<file path="src/rtl/fft_rom_streamer.sv">
// fft_rom_streamer: reads the whole sample ROM in address order and emits it as one framed valid/ready stream.
module fft_rom_streamer #(
  parameter int ADDR_WIDTH = 10,
  parameter int DATA_WIDTH = 16
) (
  input  logic                  clk,
  input  logic                  rst,
  input  logic                  start,
  output logic [ADDR_WIDTH-1:0] rom_addr,
  output logic                  rom_en,
  input  logic [DATA_WIDTH-1:0] rom_data,
  output logic [DATA_WIDTH-1:0] m_data,
  output logic                  m_valid,
  input  logic                  m_ready,
  output logic                  m_sof,
  output logic                  m_eof,
  output logic                  busy,
  output logic                  done
);
  typedef enum logic [1:0] {IDLE, RUN, DRAIN} state_t;
  state_t state, state_n;
  logic [ADDR_WIDTH:0] issue_cnt;
  logic [ADDR_WIDTH-1:0] issue_addr, last_addr;
  logic inflight, in_sof, in_eof, pop, last_issue, s1, f1;
  logic [1:0] occ, pos;
  logic [DATA_WIDTH-1:0] d1;
  assign issue_addr = issue_cnt[ADDR_WIDTH-1:0];
  assign last_issue = &issue_addr;
  assign m_valid = |occ;
  assign pop = m_valid & m_ready;
  assign pos = occ - {1'b0, pop};
  assign busy = state != IDLE;
  assign rom_addr = rom_en ? issue_addr : last_addr;
  // A read is issued only if the sample it returns is guaranteed a free buffer slot.
  always_comb begin
    rom_en = state == RUN && ({1'b0, occ} + {2'b0, inflight} - {2'b0, pop}) <= 3'd1;
    state_n = state;
    case (state)
      IDLE:    state_n = start ? RUN : IDLE;
      RUN:     state_n = rom_en && last_issue ? DRAIN : RUN;
      DRAIN:   state_n = pop && m_eof ? IDLE : DRAIN;
      default: state_n = IDLE;
    endcase
  end
  always_ff @(posedge clk) begin
    if (rst) begin
      state <= IDLE;
      issue_cnt <= '0;
      last_addr <= '0;
      inflight <= 1'b0;
      in_sof <= 1'b0;
      in_eof <= 1'b0;
      occ <= 2'd0;
      m_data <= '0;
      m_sof <= 1'b0;
      m_eof <= 1'b0;
      d1 <= '0;
      s1 <= 1'b0;
      f1 <= 1'b0;
      done <= 1'b0;
    end else begin
      state <= state_n;
      done <= state == DRAIN && pop && m_eof;
      inflight <= rom_en;
      occ <= occ + {1'b0, inflight} - {1'b0, pop};
      if (state == IDLE && start) issue_cnt <= '0;
      if (rom_en) begin
        issue_cnt <= issue_cnt + 1'b1;
        last_addr <= issue_addr;
        in_sof <= issue_cnt == '0;
        in_eof <= last_issue;
      end
      // Second entry is zeroed when it shifts to the head so an empty slot never holds stale tags.
      if (pop) begin
        m_data <= d1;
        m_sof <= s1;
        m_eof <= f1;
        d1 <= '0;
        s1 <= 1'b0;
        f1 <= 1'b0;
      end
      if (inflight && pos == 2'd0) begin
        m_data <= rom_data;
        m_sof <= in_sof;
        m_eof <= in_eof;
      end
      if (inflight && pos == 2'd1) begin
        d1 <= rom_data;
        s1 <= in_sof;
        f1 <= in_eof;
      end
    end
  end
endmodule

</file>
<file path="config.mk">
export PLATFORM = sky130hd
export DESIGN_NAME = fft_rom_streamer
export DESIGN_NICKNAME = d
export VERILOG_FILES = /design/src/rtl/fft_rom_streamer.sv
export SDC_FILE = /design/constraint.sdc
export NUM_CORES = 1
export LEC_CHECK = 0
export BUFFER_PORTS_ARGS = -buffer_cell sky130_fd_sc_hd__buf_2
export CORE_UTILIZATION = 60
export CTS_BUF_LIST = sky130_fd_sc_hd__clkbuf_2
export CTS_CLUSTER_DIAMETER = 150
export DETAILED_ROUTE_END_ITERATION = 8
export HOLD_SLACK_MARGIN = 0.08
export PLACE_DENSITY = 0.95
export SYNTH_ARGS = -nofsm -noshare
export SYNTH_HDL_FRONTEND = slang
export SYNTH_SLANG_ARGS = --single-unit
</file>
<file path="constraint.sdc">
create_clock -name clk -period 4.7 [get_ports clk]
set_input_delay 0.47 -clock clk [delete_from_list [all_inputs] [get_ports clk]]
set_output_delay 0.47 -clock clk [all_outputs]
set_load 0.05 [all_outputs]
</file>
==> impl_metrics.ini <==
[outcome]
status = complete, but fails checks
failed_checks = DRC

[synth]
post_synth_inst_count = 305
synth_seq_cells = 65
synth.avg_cell_area_um2 = 9.361
synth.cells.most_frequent = sky130_fd_sc_hd__dfxtp_1 (65), sky130_fd_sc_hd__nand2_1 (29), sky130_fd_sc_hd__a21oi_1 (26), sky130_fd_sc_hd__nor2_1 (23)
yosys-top-cells-area = sky130_fd_sc_hd__dfxtp_1 (46%), sky130_fd_sc_hd__mux2i_1 (6.7%), sky130_fd_sc_hd__o211ai_1 (5.0%), sky130_fd_sc_hd__a211oi_1 (4.7%), sky130_fd_sc_hd__a21oi_1 (4.6%)
async_flop_share = 0
portion_of_synthesized_cell_area_occupied_by_the_leading_cell_type = 0.4557
synthDistinctLibCells = 44
synth_edf_count = 0
synthesis.nets = 330
synth_area_um2 = 2855
ys_seq_area_frac = 0.4557
synth_top_cell_by_area = sky130_fd_sc_hd__dfxtp_1
yosysWarnings = 0
synth_ff_type = sky130_fd_sc_hd__dfxtp_1
synth.most_common_cell = sky130_fd_sc_hd__dfxtp_1

[detailed_routing]
wl_met1_um = 2604
dr_total_vias = 2427
wl_met3_um = 374
highest-signal-layer = met4
postRouteWirelength_um = 5954
post_drt_via_cell_ratio = 6.022
route.detailed.wl_per_inst_um = 14.77
met2_length_um = 2870
dr.first_iter.drc_count = 195
detail_route.first_pass.iterations = 8
drcViolationCount = 6
postRouteAntennaNets = 0

[floorplanning]
die_width_um = 70.99
core_outline_area_um2 = 4474
pin_count = 52
dieArea_um2 = 5039
die_height_um = 70.99
standard_cell_row_count = 24
initial_utilization = 0.6381

[sta]
worst_slack_ns = 0.9754
fin_crit_sh = 0.7925
finalSetupTns_ns = 0
timing.final.setup_violations = 0
slew_violations = 0
finClkSkew_ns = 0.02323
slew-limit-headroom = 0.4165
rsz_0062_raised_after_global_routing = no
finalHoldViolations = 0
fmax_mhz = 268.5
finalWorstPathRequiredPeriod_ns = 3.725
worst_slew_pin_slew_ns = 0.8722

[critical_path]
endpoint = rom_en
cpMaxStageDelayCell = sky130_fd_sc_hd__fa_1
crit_fanout = 23
timing.critical_path.cells = nand2b_1 -> buf_4 -> nand2_1 -> ha_1 -> fa_1 -> nor3b_2 -> nand2_2 -> inv_1 -> buf_2
worstPathRequired_ns = 4.23
critical_path_class = reg2out
crit_cells = 9
path_buf_inv = 3
cp-start-kind = register
rrSetupSlack_ns = 1.75
timing.reg2reg.worst_path_depth = 10
path_delay_family = buffers and inverters
critical_path.reg2reg.endpoint = issue_cnt[4]
timing.rr.start = occ[0]
cp-startpoint = occ[0]
slowest_delay_ns = 0.47
worst_setup_path_end_kind = output pin
worst_ep_arrival_time_ns = 3.25

[global_route]
total_grt_overflow = 0
grt_antenna_before_repair = 0
grt_max_degree = 68
grtUsageTotal = 0.2527
grt_first_pass_wirelength_um = 10110
grt_pass1_vias = 2350

[layout]
final_nets = 371
filler_cell_count = 347
area_growth_pct = 11.52
layout-drive-gt1-share = 0.2450
number_of_diodes_added_for_antenna_fixing = 0

[min_path]
hold_path_class = in2reg

[clock_network]
cts_hold_buffers = 0
clock_sink_count = 65
postCtsSetupBuffers = 0
cts_made_buffers = 9
cts_root_buf = sky130_fd_sc_hd__clkbuf_2
cts_buffer_depth = 2
clkLatencyLatePin_ns = 0.50
clk_transition_reported_paths_ns = 0.18
tritoncts = built
ctsResizeCount = 0
cts_htree_levels = 3

[placement]
port-buffer-count = 51
hpwl_um = 3870
gpl.final_weighted_congestion = 0.7916
placement.setup.worst_slack_ns = 1.238

[power]
cellLeakagePower_nw = 1.378
power-per-cell-area_nw_per_um2 = 357.7
max-vdd-ir-drop_v = 0.0002180
total_power_of_the_final_layout_mw = 1.139

[flow_run]
cap_viol_max_count = 0
-- layout by cell type, fill, tap and decap left out, types with 2 or more instances in the layout --
cell                       Yosys  routed
sky130_fd_sc_hd__a211oi_1     18      18
sky130_fd_sc_hd__a21oi_1      26      26
sky130_fd_sc_hd__a311oi_1      3       3
sky130_fd_sc_hd__buf_2         5      51
sky130_fd_sc_hd__buf_4         3       3
sky130_fd_sc_hd__clkbuf_2      0       9
sky130_fd_sc_hd__clkinv_2      0       4
sky130_fd_sc_hd__dfxtp_1      65      65
sky130_fd_sc_hd__ha_1          4       4
sky130_fd_sc_hd__inv_1         7       7
sky130_fd_sc_hd__mux2_2       10      10
sky130_fd_sc_hd__mux2i_1      19      19
sky130_fd_sc_hd__nand2_1      29      28
sky130_fd_sc_hd__nand2_2       1       2
sky130_fd_sc_hd__nand2b_1      4       4
sky130_fd_sc_hd__nand3_1       5       5
sky130_fd_sc_hd__nand3b_1      2       2
sky130_fd_sc_hd__nand4_1       4       4
sky130_fd_sc_hd__nor2_1       23      23
sky130_fd_sc_hd__nor2b_1      12      12
sky130_fd_sc_hd__nor3b_1       2       2
sky130_fd_sc_hd__nor4_1        2       2
sky130_fd_sc_hd__o211ai_1     19      19
sky130_fd_sc_hd__o311ai_0      3       3
sky130_fd_sc_hd__o31ai_1       2       2
sky130_fd_sc_hd__or3_1         3       3
-- worst register-to-register path, cell delays in order, from the launching register on --
cell and delay [ns]:
sky130_fd_sc_hd__dfxtp_1 0.35, sky130_fd_sc_hd__nand2b_1 0.06, sky130_fd_sc_hd__buf_4 0.24, sky130_fd_sc_hd__nand2_1 0.11
sky130_fd_sc_hd__ha_1 0.21, sky130_fd_sc_hd__fa_1 0.47, sky130_fd_sc_hd__nor3b_2 0.27, sky130_fd_sc_hd__nand2_2 0.33
sky130_fd_sc_hd__inv_1 0.37, sky130_fd_sc_hd__a41oi_1 0.17, sky130_fd_sc_hd__a311oi_1 0.27
-- worst min path at each step --
stage                   from       endpoint  cells past startpoint
6_report        rom_data[12]         d1[12]                      3
5_1_grt         rom_data[12]         d1[12]                      3
4_1_cts         rom_data[14]         d1[14]                      3
3_5_place_dp          in_eof             f1                      2
3_3_place_gp   issue_cnt[10]  issue_cnt[10]                      1
2_1_floorplan  issue_cnt[10]  issue_cnt[10]                      1
-- stage by stage --
stage               instance area [um2]  utilization  hold slack, ns  instances
finish                             3184       0.7117          0.1851        403
global route                       3184       0.7117          0.1581        403
CTS                                3184       0.7117          0.1748        403
detailed placement                 3078       0.6879          0.4653        387
global placement                   3078       0.6879          0.4540        387
floorplan                          2855            -          0.4341        305
-- state kept, by name, summed over array words and instances (netlist names) --
register   cells
d1            16
m_data        16
issue_cnt     11
last_addr     10
occ            2
state          2
done           1
f1             1
in_eof         1
in_sof         1
inflight       1
m_eof          1
m_sof          1
s1             1
-- cell type report --
class                   count  area (um2)  area share
clock inverters             7       61.31     0.01925
clock buffers               9       45.04     0.01415
multi-input cells         209        1408      0.4420
repair buffers             54       277.8     0.08723
flip-flops and latches     65        1301      0.4086
inverters                   7       26.28    0.008251
well taps                  52       65.06     0.02043
-- report_power, final --
group,switching [mW],total [mW],internal (mW)
Sequential,0.0168,0.593,0.577
Clock,0.199,0.316,0.117
Combinational,0.166,0.230,0.0634
Total,0.382,1.14,0.757
-- layer usage --
| metal | GRT usage | up-vias |
|---|---|---|
| met5 | 0 | - |
| met4 | 0.1044 | 0 |
| met3 | 0.08262 | 11 |
| met2 | 0.4274 | 80 |
| met1 | 0.2958 | 1153 |
| li1 | - | 1183 |
-- logic make-up (layout without fill, tap and decap cells) --
group | count (synthesis) | after routing | synth area share
simple gates | 96 | 96 | 0.1700
compound gates | 77 | 77 | 0.1827
fa+ha+maj | 5 | 5 | 0.02454
xor+xnor | 2 | 2 | 0.008766
buf+inv | 31 | 77 | 0.05215
flops | 65 | 65 | 0.4557
mux | 29 | 29 | 0.1060
Note: power is estimated with default switching activity, not from simulation.
